### src/rtl/imem_loader.sv
// imem_loader: streams a length-prefixed byte image into the instruction array.
// Optional trailing XOR checksum byte when IMEM_LOADER_CHECKSUM_EN is defined.
module imem_loader #(
  parameter int unsigned DEPTH     = 100,
  parameter logic [31:0] BASE_ADDR = 32'h0,
  parameter logic [31:0] ADDR_STEP = 32'd4
) (
  input  logic        clk,
  input  logic        rst,
  input  logic        start,
  input  logic        byte_valid,
  input  logic [7:0]  byte_data,
  output logic        byte_ready,
  output logic        mem_we,
  output logic [31:0] mem_addr,
  output logic [31:0] mem_wdata,
  output logic        cpu_stall,
  output logic        done,
  output logic        err,
  output logic [15:0] words_written
);

  typedef enum logic [2:0] {
    IDLE, LEN0, LEN1, DATA, WRITE, CSUM, DONE, ERR
  } state_t;

  state_t      state;
  logic [7:0]  n_lo;
  logic [15:0] n;
  logic [1:0]  cnt;
  logic [23:0] shreg;
`ifdef IMEM_LOADER_CHECKSUM_EN
  logic [7:0]  csum;
`endif

  logic        accept;
  logic [15:0] n_rx;
  logic [31:0] last_addr;
  logic [31:0] limit;
  logic        ovf;
  logic [15:0] ww_next;

  assign accept    = byte_valid && byte_ready;
  assign n_rx      = {byte_data, n_lo};
  assign last_addr = BASE_ADDR + ({16'h0, n_rx} - 32'd1) * ADDR_STEP;
  assign limit     = DEPTH - 32'd4;
  assign ovf       = last_addr > limit;
  assign ww_next   = words_written + 16'd1;

  // Load sequencer: header, byte assembly, write strobe, completion flags
  always_ff @(posedge clk or posedge rst) begin
    if (rst) begin
      state         <= IDLE;
      byte_ready    <= 1'b0;
      mem_we        <= 1'b0;
      mem_addr      <= BASE_ADDR;
      mem_wdata     <= 32'h0;
      cpu_stall     <= 1'b0;
      done          <= 1'b0;
      err           <= 1'b0;
      words_written <= 16'h0;
      n_lo          <= 8'h0;
      n             <= 16'h0;
      cnt           <= 2'd0;
      shreg         <= 24'h0;
`ifdef IMEM_LOADER_CHECKSUM_EN
      csum          <= 8'h0;
`endif
    end else begin
      mem_we <= 1'b0;
      unique case (state)
        IDLE, DONE, ERR: begin
          if (start) begin
            state         <= LEN0;
            byte_ready    <= 1'b1;
            cpu_stall     <= 1'b1;
            done          <= 1'b0;
            err           <= 1'b0;
            words_written <= 16'h0;
            mem_addr      <= BASE_ADDR;
            cnt           <= 2'd0;
`ifdef IMEM_LOADER_CHECKSUM_EN
            csum          <= 8'h0;
`endif
          end
        end
        LEN0: begin
          if (accept) begin
            n_lo  <= byte_data;
            state <= LEN1;
          end
        end
        LEN1: begin
          if (accept) begin
            n <= n_rx;
            if (n_rx == 16'h0) begin
`ifdef IMEM_LOADER_CHECKSUM_EN
              state      <= CSUM;
`else
              state      <= DONE;
              byte_ready <= 1'b0;
              cpu_stall  <= 1'b0;
              done       <= 1'b1;
`endif
            end else if (ovf) begin
              state      <= ERR;
              byte_ready <= 1'b0;
              cpu_stall  <= 1'b0;
              err        <= 1'b1;
            end else begin
              state <= DATA;
              cnt   <= 2'd0;
            end
          end
        end
        DATA: begin
          if (accept) begin
            cnt   <= cnt + 2'd1;
            shreg <= {byte_data, shreg[23:8]};
`ifdef IMEM_LOADER_CHECKSUM_EN
            csum  <= csum ^ byte_data;
`endif
            if (cnt == 2'd3) begin
              state      <= WRITE;
              mem_we     <= 1'b1;
              mem_wdata  <= {byte_data, shreg};
              byte_ready <= 1'b0;
            end
          end
        end
        WRITE: begin
          words_written <= ww_next;
          mem_addr      <= mem_addr + ADDR_STEP;
          if (ww_next == n) begin
`ifdef IMEM_LOADER_CHECKSUM_EN
            state      <= CSUM;
            byte_ready <= 1'b1;
`else
            state     <= DONE;
            cpu_stall <= 1'b0;
            done      <= 1'b1;
`endif
          end else begin
            state      <= DATA;
            byte_ready <= 1'b1;
          end
        end
`ifdef IMEM_LOADER_CHECKSUM_EN
        CSUM: begin
          if (accept) begin
            byte_ready <= 1'b0;
            cpu_stall  <= 1'b0;
            if (byte_data == csum) begin
              state <= DONE;
              done  <= 1'b1;
            end else begin
              state <= ERR;
              err   <= 1'b1;
            end
          end
        end
`endif
        default: begin
          state      <= IDLE;
          byte_ready <= 1'b0;
        end
      endcase
    end
  end

endmodule

### config.mk
export PLATFORM = sky130hd
export DESIGN_NAME = imem_loader
export DESIGN_NICKNAME = d
export VERILOG_FILES = /design/src/rtl/imem_loader.sv
export SDC_FILE = /design/constraint.sdc
export NUM_CORES = 1
export LEC_CHECK = 0
export ABC_CLOCK_PERIOD_IN_PS = 8500
export CELL_PAD_IN_SITES_DETAIL_PLACEMENT = 0
export CELL_PAD_IN_SITES_GLOBAL_PLACEMENT = 1
export CORE_MARGIN = 2
export CORE_UTILIZATION = 27
export DETAILED_ROUTE_END_ITERATION = 16
export PLACE_DENSITY_LB_ADDON = 0.12
export SLEW_MARGIN = 0
export SYNTH_ARGS = -nofsm -noshare
export SYNTH_HDL_FRONTEND = slang
export SYNTH_SLANG_ARGS = --single-unit
### constraint.sdc
create_clock -name clk -period 8.5 [get_ports clk]
set_input_delay 1.7 -clock clk [delete_from_list [all_inputs] [get_ports clk]]
set_output_delay 1.7 -clock clk [all_outputs]
set_load 0.01 [all_outputs]
* Yosys cells after proc, flatten, opt, wreduce, memory -nomap -nowiden *
Cells that the tools add are included.

word-level totals
  word-level logic and storage cells = 99
  bits in registers = 138

operators by class
  equal/unequal tests = 20
  mux-type cells = 41
  $lt $le $gt $ge = 1
  add/subtract/negate cells = 4
  reductions and logical operators = 19
  bitwise operators = 1

operators with widths
  operator                                                                number
  32-bit one-hot mux with 2 select lines                                  1
  32-bit by 3-bit adder with 32-bit output (second input constant)        1
  32-bit by 7-bit > comparator with 1-bit output (second input constant)  1
  32-bit two-way mux                                                      1
  16-bit one-hot mux with 2 select lines                                  1
  3-bit two-way mux                                                       8
  2-bit inequality test (second input constant)                           11
  5-bit AND reduction                                                     4
  1-bit two-way mux                                                       18
  16-bit by 1-bit subtractor with 17-bit output (second input constant)   1
  16-bit by 1-bit adder with 16-bit output (second input constant)        1
  16-bit == test                                                          1
  16-bit zero test                                                        1
  16-bit two-way mux                                                      1
  3-bit one-hot mux with 5 select lines                                   1
  2-bit two-way mux                                                       5
  3-bit == test (second input constant)                                   3
  2-bit AND reduction                                                     4
  7-bit AND reduction                                                     1
  3-bit by 2-bit == test with 1-bit output (second input constant)        2
  1-bit one-hot mux with 3 select lines                                   2
  2-bit one-hot mux with 3 select lines                                   1
  6-bit AND reduction                                                     1
  3-bit nonzero test                                                      2
  12 further kinds                                                        13

* Logic depth before layout (Yosys ltp) *
Gate-level depths: netlist of the first run.

  depth in word-level cells = 6
  depth in mapped cells = 8
  mapped depth without buffers = 7

* Worst setup path before layout of the first run *
OpenSTA, ideal clock, no wires.

  path type = input -> register
  from = input byte_data[6]
  to = register byte_ready
  path slack = 5.419 ns
  cell stages on the path = 6
  data arrival time = 2.949 ns
  path buffers = 0
  required time = 8.367 ns
  cells stage by stage = nor4_1 > nand3_1 > nor4_1 > a21oi_1 > o221a_2 > a21boi_0

on the way
  longest elaborated chain between the ends = 4

RTL lines
  element                                                                                        RTL line  source
  start: declaration                                                                             12        input logic [7:0] byte_data,
  16-bit by 1-bit subtractor with 17-bit output / 16-bit zero test (equally long branches)       45, 96
  32-bit by 7-bit > comparator with 1-bit output / 1-bit two-way mux (equally long branches)     47, 96
  3-bit inequality test (no line) / 1-bit two-way mux (equally long branches)                    -
  7-bit AND reduction (no line) / 1-bit one-hot mux with 5 select lines (equally long branches)  -
  end signal: assignment                                                                         54        byte_ready <= 1'b0;
  end signal: assignment                                                                         75        byte_ready <= 1'b1;
  end signal: assignment                                                                         101       byte_ready <= 1'b0;
  end: declaration                                                                               13        output logic byte_ready,

Parallel ways exist; a longest one is shown, timed or not. The select of a mux whose other input is x is not followed.
A chain may end at the register's enable or synchronous reset.

* Worst setup path in the final report of the first run *
  from = input byte_valid
  to = register mem_wdata[20]

on the way
  longest elaborated chain between the ends = 2

RTL lines
  element                        RTL line  source
  start: declaration             11        input logic byte_valid,
  1-bit logical AND              43        assign accept = byte_valid && byte_ready;
  3-bit AND reduction (no line)  -
  end signal: assignment         126       mem_wdata <= {byte_data, shreg};
  end: declaration               16        output logic [31:0] mem_wdata,

No other way between the ends.

==> impl_metrics.py, run 1 <==
metrics = {
    "run_status": {
        "status": "complete, no violations",
    },
    "global_route": {
        "grt_pass1_vias": 4746,
        "grt_overflow": 0,
        "grt_max_degree": 70,
        "grt_pass1_wl_mm": 26.9,
        "antenna_found_initial": 0,
        "track_usage_pct": 14.0,
    },
    "drt": {
        "drc": 0,
        "detail-route-antenna-nets": 0,
        "finalWirelength_mm": 16.7,
        "wl_per_cell_um": 16.2,
        "first_pass_iters": 4,
        "via_per_inst": 4.70,
        "vias": 4843,
        "drt_iter0_drc": 280,
    },
    "power": {
        "pwr-share-comb_pct": 24.5,
        "p_clk_share_pct": 33.1,
        "ir_drop_mv": 0.144,
        "p_sw_share_pct": 34.7,
        "switchingPower_uw": 792,
        "leakage_nw": 3.59,
        "power.internal_mw": 1.49,
        "power_density_mw_per_mm2": 277,
        "pwr-share-seq_pct": 42.4,
    },
    "die": {
        "die-height_um": 158,
        "start_util_pct": 27.4,
        "die_x_um": 158,
        "rows": 56,
        "fp.dieArea_sq_mm": 0.0250,
        "core_sq_mm": 0.0234,
        "io_pins": 97,
    },
    "cts": {
        "cts_buffers": 17,
        "cts_sinks": 136,
        "cts-root-buf": "clkbuf_16",
        "clock_tree.buffer_depth": 2,
        "cts_setup_buffers": 0,
        "cts_tree": "yes",
        "cts_hold_buf": 0,
        "cts_resized": 0,
        "insertion_delay_ns": 0.42,
        "cts.htree.levels": 4,
        "clkTransAtPathRegs_ns": 0.07,
    },
    "timing": {
        "fin_skew_ns": 0.00931,
        "max-slew-margin-rel_pct": 28.3,
        "slew_violations": 0,
        "min_period_ns": 4.16,
        "period_share_pct": 48.9,
        "finalHoldViolCount": 0,
        "tightest_slew_ns": 1.07,
        "finalSetupViolCount": 0,
        "fmax_mhz": 241,
        "rsz0062_at_grt": "no",
        "fin_setup_tns_ns": 0,
    },
    "critical_path": {
        "ff2ff_setup_slack_ns": 5.21,
        "path_cells": "clkdlybuf4s50_1, nand4_1, buf_4, clkinv_1, nand2_2, mux2_2",
        "crit_slowest_cell": "nand2_2",
        "crit_type": "primary input to flop",
        "cp-start-kind": "primary input",
        "cp_max_fo": 33,
        "reg2reg_depth": 7,
        "cpPeakStageDelay_ns": 0.85,
        "end_kind": "flop",
        "required_ns": 8.80,
        "arrival_ns": 4.46,
        "rr_endpoint": "mem_wdata[20]",
        "r2r-start": "state[1]",
    },
    "synth": {
        "synth_flop_cell": "dfrtp_1",
        "synth-seq-cells": 136,
        "synth_edf_count": 0,
        "synth-compound-area-share_pct": 10.8,
        "synth_adder_area_share_pct": 0.585,
        "netlist_area_sq_mm": 0.00642,
        "synth_warnings": 0,
        "synth.distinct_cells": 59,
        "synthMuxAreaShare_pct": 10.8,
        "synth_async_sr_flop_share_pct": 100,
        "synth_xor_area_share_pct": 3.41,
        "synthSimpleGateAreaFrac_pct": 18.2,
        "synth_top_family_by_area": "simple AND/OR/NAND/NOR gates",
        "synthCells": 606,
        "ys_seq_area_share_pct": 53.0,
        "avgSynthCellArea_sq_um": 10.6,
    },
    "final_layout": {
        "final_common_cell": "dfrtp_1",
        "final_cells": 1030,
        "diodes": 0,
        "final_cell_mix": "dfrtp_1, nand2_1, clkdlybuf4s50_1, mux2_2, o21ai_0",
        "drive_gt1_share_pct": 16.3,
        "area_delta_synth_final_pct": 28.6,
        "fin_util_pct": 35.3,
        "finalNetCount": 713,
    },
    "worst_hold_path": {
        "min_to": "shreg[2]",
        "hold_class": "flop to flop",
        "hp-start": "shreg[2]",
        "whs_path_depth": 2,
    },
    "run": {
        "maxCapViolCount": 0,
    },
    "placed_design": {
        "post-dp-hpwl_mm": 11.4,
        "dp_cells": 998,
        "place_congestion": 0.776,
        "numPortBuffers": 94,
    },
}
power by group through the flow:
stage          logic (mW)  registers, mW  clock network [mW]
2_1_floorplan       0.395          0.919                   0
3_3_place_gp        0.558          0.981                   0
3_5_place_dp        0.567          0.983                   0
4_1_cts             0.570          0.972               0.782
5_1_grt             0.632          0.995               0.813
6_report            0.560          0.968               0.758
critical path, delay by kind of cell:
| kind | cells | cell delay (ns) |
|---|---|---|
| buffers and inverters | 3 | 1.35 |
| muxes | 1 | 0.41 |
| and+or+nand+nor | 2 | 0.96 |
cell families after synthesis:
kind of cell	Yosys count
simple gates	233
flops	136
compound gates	106
xor+xnor	25
buf+inv	40
other cells	1
mux	62
fa+ha+maj	3
routing by layer:
layer	up-vias	routed length (um)	track usage, %
li1	2341	-	-
met1	2388	7990	19.4
met2	97	7760	21.5
met3	17	764	3.59
met4	0	214	4.42
met5	-	0	0
sequential cells by signal, indices dropped and copies added (netlist names):
register / count
mem_we: 1
done: 1
err: 1
byte_ready: 1
mem_wdata: 32
n_lo: 8
mem_addr: 30
words_written: 16
cpu_stall: 1
shreg: 24
state: 3
cnt: 2
n: 16
metrics by stage:
stage | worst slack, ns | total power [mW] | hold slack, ns | instance area [sq um]
final | 4.34 | 2.29 | 0.486 | 8260
after global routing | 4.03 | 2.44 | 0.505 | 8260
after CTS | 4.28 | 2.32 | 0.489 | 8260
after detailed placement | 3.84 | 1.55 | 0.468 | 7650
after global placement | 3.95 | 1.54 | 0.465 | 7650
after floorplan | 3.16 | 1.31 | 0.442 | 6420
cell usage after synthesis (all sizes together) (6+ instances only):
master    n  area (sq um)
a21oi     8          40.0
and3      6          37.5
and4      6          56.3
buf      15          91.3
clkbuf   12          65.1
dfrtp   136          3400
inv      12          45.0
mux2     57           642
nand2   119           449
nand3    34           180
nand4     9          83.8
nor2     19          73.8
nor3     13          81.3
nor4      9          90.1
o211ai   14           105
o21ai    44           220
o31ai    18           135
xnor2    13           114
xor2     12           105
area by class of cell:
type                            count  area, sq um
Fill cell                        2372        15100
Sequential cell                   136         3400
Multi-Input combinational cell    431         2820
Timing Repair Buffer               99          978
Clock buffer                       17          425
Tap cell                          319          399
Clock inverter                     15          178
Inverter                           13         53.8
worst max path at each step:
stage / from / end / slack, ns / cells after the start
CTS: byte_valid / mem_wdata[2] / 4.28 / 6
global placement: byte_valid / mem_wdata[20] / 3.95 / 6
floorplan: rst / byte_ready / 3.16 / 1
global route: byte_valid / mem_wdata[20] / 4.03 / 6
finish: byte_valid / mem_wdata[20] / 4.34 / 6
detailed placement: byte_valid / mem_wdata[22] / 3.84 / 6
No activity file was read; power rests on OpenSTA's default activity.
==> run 2: changes to the inputs <==
--- a/config.mk
+++ b/config.mk
@@ -5,7 +5,7 @@
 export SDC_FILE = /design/constraint.sdc
 export NUM_CORES = 1
 export LEC_CHECK = 0
-export ABC_CLOCK_PERIOD_IN_PS = 8500
+export ABC_CLOCK_PERIOD_IN_PS = 3800
 export CELL_PAD_IN_SITES_DETAIL_PLACEMENT = 0
 export CELL_PAD_IN_SITES_GLOBAL_PLACEMENT = 1
 export CORE_MARGIN = 2
==> constraint.sdc (replaced) <==
create_clock -name clk -period 3.8 [get_ports clk]
set_input_delay 0.76 -clock clk [delete_from_list [all_inputs] [get_ports clk]]
set_output_delay 0.76 -clock clk [all_outputs]
set_load 0.01 [all_outputs]
==> impl_metrics.py, run 2 (same netlist as run 1, synthesis figures left out) <==
metrics = {
    "run_status": {
        "status": "complete, no violations",
    },
    "critical_path": {
        "cpPeakStageDelay_ns": 0.49,
        "crit_slowest_cell": "clkdlybuf4s50_1",
        "path_common_cell": "nor4_1",
        "end_kind": "flop",
        "path_cells": "clkdlybuf4s50_1, nor4_1, nand3_1, nor4_1, a21oi_1, o221a_2, a21boi_0",
        "crit_type": "primary input to flop",
        "path_buf_inv": 1,
        "cp-start-kind": "primary input",
        "cp_max_fo": 5,
        "cp_top_family": "simple AND/OR/NAND/NOR gates",
        "required_ns": 4.08,
        "arrival_ns": 2.86,
    },
    "placed_design": {
        "numPortBuffers": 94,
        "dp_cells": 1002,
        "place_congestion": 0.754,
        "post-dp-hpwl_mm": 11.6,
    },
    "timing": {
        "finalHoldViolCount": 0,
        "period_share_pct": 68.1,
        "rsz0062_at_grt": "no",
        "tightest_slew_ns": 0.890,
        "holdWs_ns": 0.478,
        "finalSetupViolCount": 0,
        "fin_skew_ns": 0.00949,
        "slew_violations": 0,
        "max-slew-margin-rel_pct": 40.6,
        "fin_setup_tns_ns": 0,
        "fmax_mhz": 387,
        "min_period_ns": 2.59,
    },
    "global_route": {
        "grt_pass1_vias": 4914,
        "antenna_found_initial": 0,
        "track_usage_pct": 14.4,
        "grt_max_degree": 137,
        "grt_pass1_wl_mm": 27.6,
        "grt_overflow": 0,
    },
    "die": {
        "die_x_um": 158,
        "io_pins": 97,
        "core_sq_mm": 0.0234,
        "rows": 56,
        "die-height_um": 158,
        "fp.dieArea_sq_mm": 0.0250,
        "start_util_pct": 27.4,
    },
    "final_layout": {
        "final_cell_mix": "dfrtp_1, nand2_1, clkdlybuf4s50_1, mux2_2, o21ai_0",
        "seq_area_sq_mm": 0.00340,
        "drive_gt1_share_pct": 16.8,
        "fill_cells": 2398,
        "diodes": 0,
        "top_regs": "mem_wdata (32), mem_addr (30), shreg (24)",
        "multi_input_area_sq_mm": 0.00282,
        "final_cells": 1034,
        "final_common_cell": "dfrtp_1",
        "largest-register": "mem_wdata",
        "finalNetCount": 717,
        "largest_reg_flops": 32,
        "area_delta_synth_final_pct": 29.3,
    },
    "cts": {
        "cts-root-buf": "clkbuf_16",
        "insertion_delay_ns": 0.42,
        "clkTransAtPathRegs_ns": 0.06,
        "cts_resized": 0,
        "cts.htree.levels": 4,
        "cts_setup_buffers": 0,
        "cts_sinks": 136,
        "cts_hold_buf": 0,
        "clock_tree.buffer_depth": 2,
        "cts_tree": "yes",
        "cts_buffers": 17,
    },
    "power": {
        "power_density_mw_per_mm2": 621,
        "leakage_nw": 3.61,
        "finalPower_mw": 5.15,
        "ir_drop_mv": 0.253,
    },
    "drt": {
        "vias": 4918,
        "drc": 0,
        "via_per_inst": 4.76,
        "finalWirelength_mm": 17.2,
        "wl_per_cell_um": 16.7,
        "drt_iter0_drc": 286,
        "first_pass_iters": 4,
        "detail-route-antenna-nets": 0,
    },
    "run": {
        "maxCapViolCount": 0,
    },
    "worst_hold_path": {
        "hold_class": "flop to flop",
    },
}
[run 2: cell types whose count changed in the layout (fill, tap and decap cells not counted), sizes merged]
cell / before / now
buf: 5 / 9
bufinv: 1 / 2
clkinv: 4 / 2
clkinvlp: 2 / 4
inv: 21 / 20
[run 2: stage by stage]
stage          setup WS (ns)  util (%)  instance area, sq um
2_1_floorplan           1.35         -                  6430
3_3_place_gp           0.818      32.9                  7700
3_5_place_dp           0.777      32.9                  7700
4_1_cts                 1.21      35.5                  8300
5_1_grt                0.947      35.5                  8300
6_report                1.21      35.5                  8300
[run 2: final timing paths]
kind                       cells past startpoint  slack, ns      endpoint        startpoint
max in group asynchronous                      3       2.31       n_lo[7]               rst
hold reg to reg                                2       0.48      shreg[4]          shreg[4]
setup / recovery                               7       1.21    byte_ready      byte_data[6]
min in group asynchronous                      3       0.93  mem_addr[26]               rst
hold / removal                                 2       0.48      shreg[4]          shreg[4]
setup reg to reg                               7       1.23     cpu_stall  words_written[0]
[run 2: layout make-up]
type	instances	share of cell area (%)
Sequential cell	136	41.0
Multi-Input combinational cell	431	34.0
Timing Repair Buffer	103	12.3
Clock buffer	17	5.12
Tap cell	319	4.81
Clock inverter	15	2.20
Inverter	13	0.633
[run 2: metal layers]
metal | part of all wire, % | vias up | wire length [um] | track usage [%]
met1 | 49 | 2484 | 8520 | 20.0
li1 | - | 2351 | - | -
met3 | 3.8 | 2 | 660 | 3.86
met4 | 0.38 | 0 | 65 | 3.47
met2 | 46 | 81 | 7980 | 22.4
met5 | 0 | - | 0 | 0
[run 2: where the power goes]
part,internal [mW],switching (mW)
Clock,0.999,0.728
Combinational,0.613,0.659
Sequential,1.79,0.361
Total,3.41,1.75
[run 2: worst register-to-register path: stages, from the launching register on]
cell and delay [ns]:
dfrtp_1 0.55, ha_1 0.44, inv_1 0.12, or3_1 0.38, a32oi_1 0.19, mux2i_1 0.15, or3_1 0.44, o21a_1 0.20
==> run 3: changes to the inputs <==
--- a/config.mk
+++ b/config.mk
@@ -5,7 +5,7 @@
 export SDC_FILE = /design/constraint.sdc
 export NUM_CORES = 1
 export LEC_CHECK = 0
-export ABC_CLOCK_PERIOD_IN_PS = 3800
+export ABC_CLOCK_PERIOD_IN_PS = 2500
 export CELL_PAD_IN_SITES_DETAIL_PLACEMENT = 0
 export CELL_PAD_IN_SITES_GLOBAL_PLACEMENT = 1
 export CORE_MARGIN = 2
==> constraint.sdc (replaced) <==
create_clock -name clk -period 2.5 [get_ports clk]
set_input_delay 0.5 -clock clk [delete_from_list [all_inputs] [get_ports clk]]
set_output_delay 0.5 -clock clk [all_outputs]
set_load 0.01 [all_outputs]
==> impl_metrics.py, run 3 (same netlist as run 1, synthesis figures left out) <==
metrics = {
    "global_route": {
        "grt_overflow": 0,
        "grt_pass1_wl_mm": 28.0,
        "track_usage_pct": 14.6,
        "antenna_found_initial": 0,
        "grt_pass1_vias": 4927,
        "grt_max_degree": 82,
    },
    "critical_path": {
        "required_ns": 2.80,
        "cp_max_fo": 7,
        "reg2reg_depth": 7,
        "arrival_ns": 2.56,
        "critPathLaunch": "words_written[1]",
        "cp_top_family": "simple AND/OR/NAND/NOR gates",
        "r2r-start": "words_written[1]",
        "crit_slowest_cell": "dfrtp_1",
        "crit_end": "cpu_stall",
        "end_kind": "flop",
        "ff2ff_setup_slack_ns": 0.24,
        "rr_endpoint": "cpu_stall",
        "crit_type": "flop to flop",
        "cpPeakStageDelay_ns": 0.46,
        "cp-start-kind": "flop",
        "cp_num_cells": 7,
        "path_buf_inv": 1,
        "path_cells": "ha_1, inv_1, or3_1, a32oi_1, mux2i_1, or3_1, o21a_1",
        "path_common_cell": "or3_1",
    },
    "power": {
        "leakage_nw": 3.83,
        "ir_drop_mv": 0.519,
        "power_density_mw_per_mm2": 928,
    },
    "cts": {
        "cts-root-buf": "clkbuf_16",
        "clkTransAtPathRegs_ns": 0.07,
        "insertion_delay_ns": 0.42,
        "clock_tree.buffer_depth": 2,
        "cts_buffers": 17,
        "cts_setup_buffers": 0,
        "cts_sinks": 136,
        "cts_tree": "yes",
        "cts_resized": 0,
        "cts.htree.levels": 4,
        "cts_hold_buf": 0,
    },
    "timing": {
        "finalHoldViolCount": 0,
        "min_period_ns": 2.26,
        "finalSetupViolCount": 0,
        "rsz0062_at_grt": "no",
        "fin_skew_ns": 0.0126,
        "slew_violations": 0,
        "period_share_pct": 90.4,
        "fmax_mhz": 443,
    },
    "final_layout": {
        "final_cell_mix": "dfrtp_1, nand2_1, clkdlybuf4s50_1, mux2_2, buf_4",
        "fill_cells": 2403,
        "area_delta_synth_final_pct": 34.7,
        "largest_reg_flops": 32,
        "stdcell_area_sq_mm": 0.00865,
        "drive_gt1_share_pct": 21.1,
        "largest-register": "mem_wdata",
        "fin_util_pct": 36.9,
        "final_common_cell": "dfrtp_1",
        "seq_area_sq_mm": 0.00340,
        "diodes": 0,
        "multi_input_area_sq_mm": 0.00282,
        "top_regs": "mem_wdata (32), mem_addr (30), shreg (24)",
        "finalNetCount": 756,
    },
    "die": {
        "fp.dieArea_sq_mm": 0.0250,
        "die_x_um": 158,
        "rows": 56,
        "io_pins": 97,
        "die-height_um": 158,
        "core_sq_mm": 0.0234,
        "start_util_pct": 27.4,
    },
    "placed_design": {
        "dpl_cell_area_sq_mm": 0.00801,
        "numPortBuffers": 94,
        "place_congestion": 0.844,
        "post-dp-hpwl_mm": 12.1,
    },
    "drt": {
        "finalWirelength_mm": 17.5,
        "first_pass_iters": 4,
        "via_per_inst": 4.71,
        "detail-route-antenna-nets": 0,
        "wl_per_cell_um": 16.3,
        "vias": 5054,
        "drc": 0,
        "drt_iter0_drc": 204,
    },
    "run_status": {
        "status": "complete, no violations",
    },
    "worst_hold_path": {
        "hold_class": "flop to flop",
    },
    "run": {
        "maxCapViolCount": 0,
    },
}
run 3: cell type report:
cell class	count	share of cell area, %
Tap cell	319	4.62
Inverter	13	0.608
Clock buffer	17	4.92
Multi-Input combinational cell	431	32.6
Sequential cell	136	39.4
Clock inverter	15	2.40
Timing Repair Buffer	142	15.5
run 3: power breakdown:
part           internal [mW]  switching [mW]  total (mW)
Combinational           1.05            1.10        2.15
Clock                   1.54            1.13        2.67
Sequential              2.73           0.474        3.20
run 3: how the worst min path moves through the flow:
| stage | from | to | cells after the start |
|---|---|---|---|
| final | shreg[0] | shreg[0] | 2 |
| after global routing | cnt[0] | cnt[0] | 1 |
| after CTS | shreg[2] | shreg[2] | 2 |
| after detailed placement | shreg[0] | shreg[0] | 2 |
| after global placement | shreg[6] | shreg[6] | 2 |
| after floorplan | shreg[0] | shreg[0] | 2 |
run 3: metal layers:
layer	vias to the layer above	wire (um)	GRT usage (%)
li1	2420	-	-
met2	103	7890	21.9
met5	-	0	0
met3	10	843	3.45
met1	2521	8600	20.8
met4	0	180	4.50
run 3: stage by stage:
step / hold WS [ns] / TNS [ns] / instances / setup WS [ns] / total power [mW]
5_1_grt: 0.507 / 0 / 1073 / 0.125 / 8.55
4_1_cts: 0.482 / 0 / 1073 / 0.257 / 8.15
3_5_place_dp: 0.464 / -0.0326 / 1041 / -0.0319 / 5.42
2_1_floorplan: 0.442 / 0 / 607 / 0.307 / 4.47
3_3_place_gp: 0.463 / 0 / 1041 / 0.0174 / 5.38
6_report: 0.479 / 0 / 1073 / 0.241 / 8.02
run 3: tightest hold or removal path, delay by kind of cell, from the launching register on:
kind	cells	cell delay (ns)
flip-flops	1	0.35
AND/OR/NAND/NOR	2	0.10
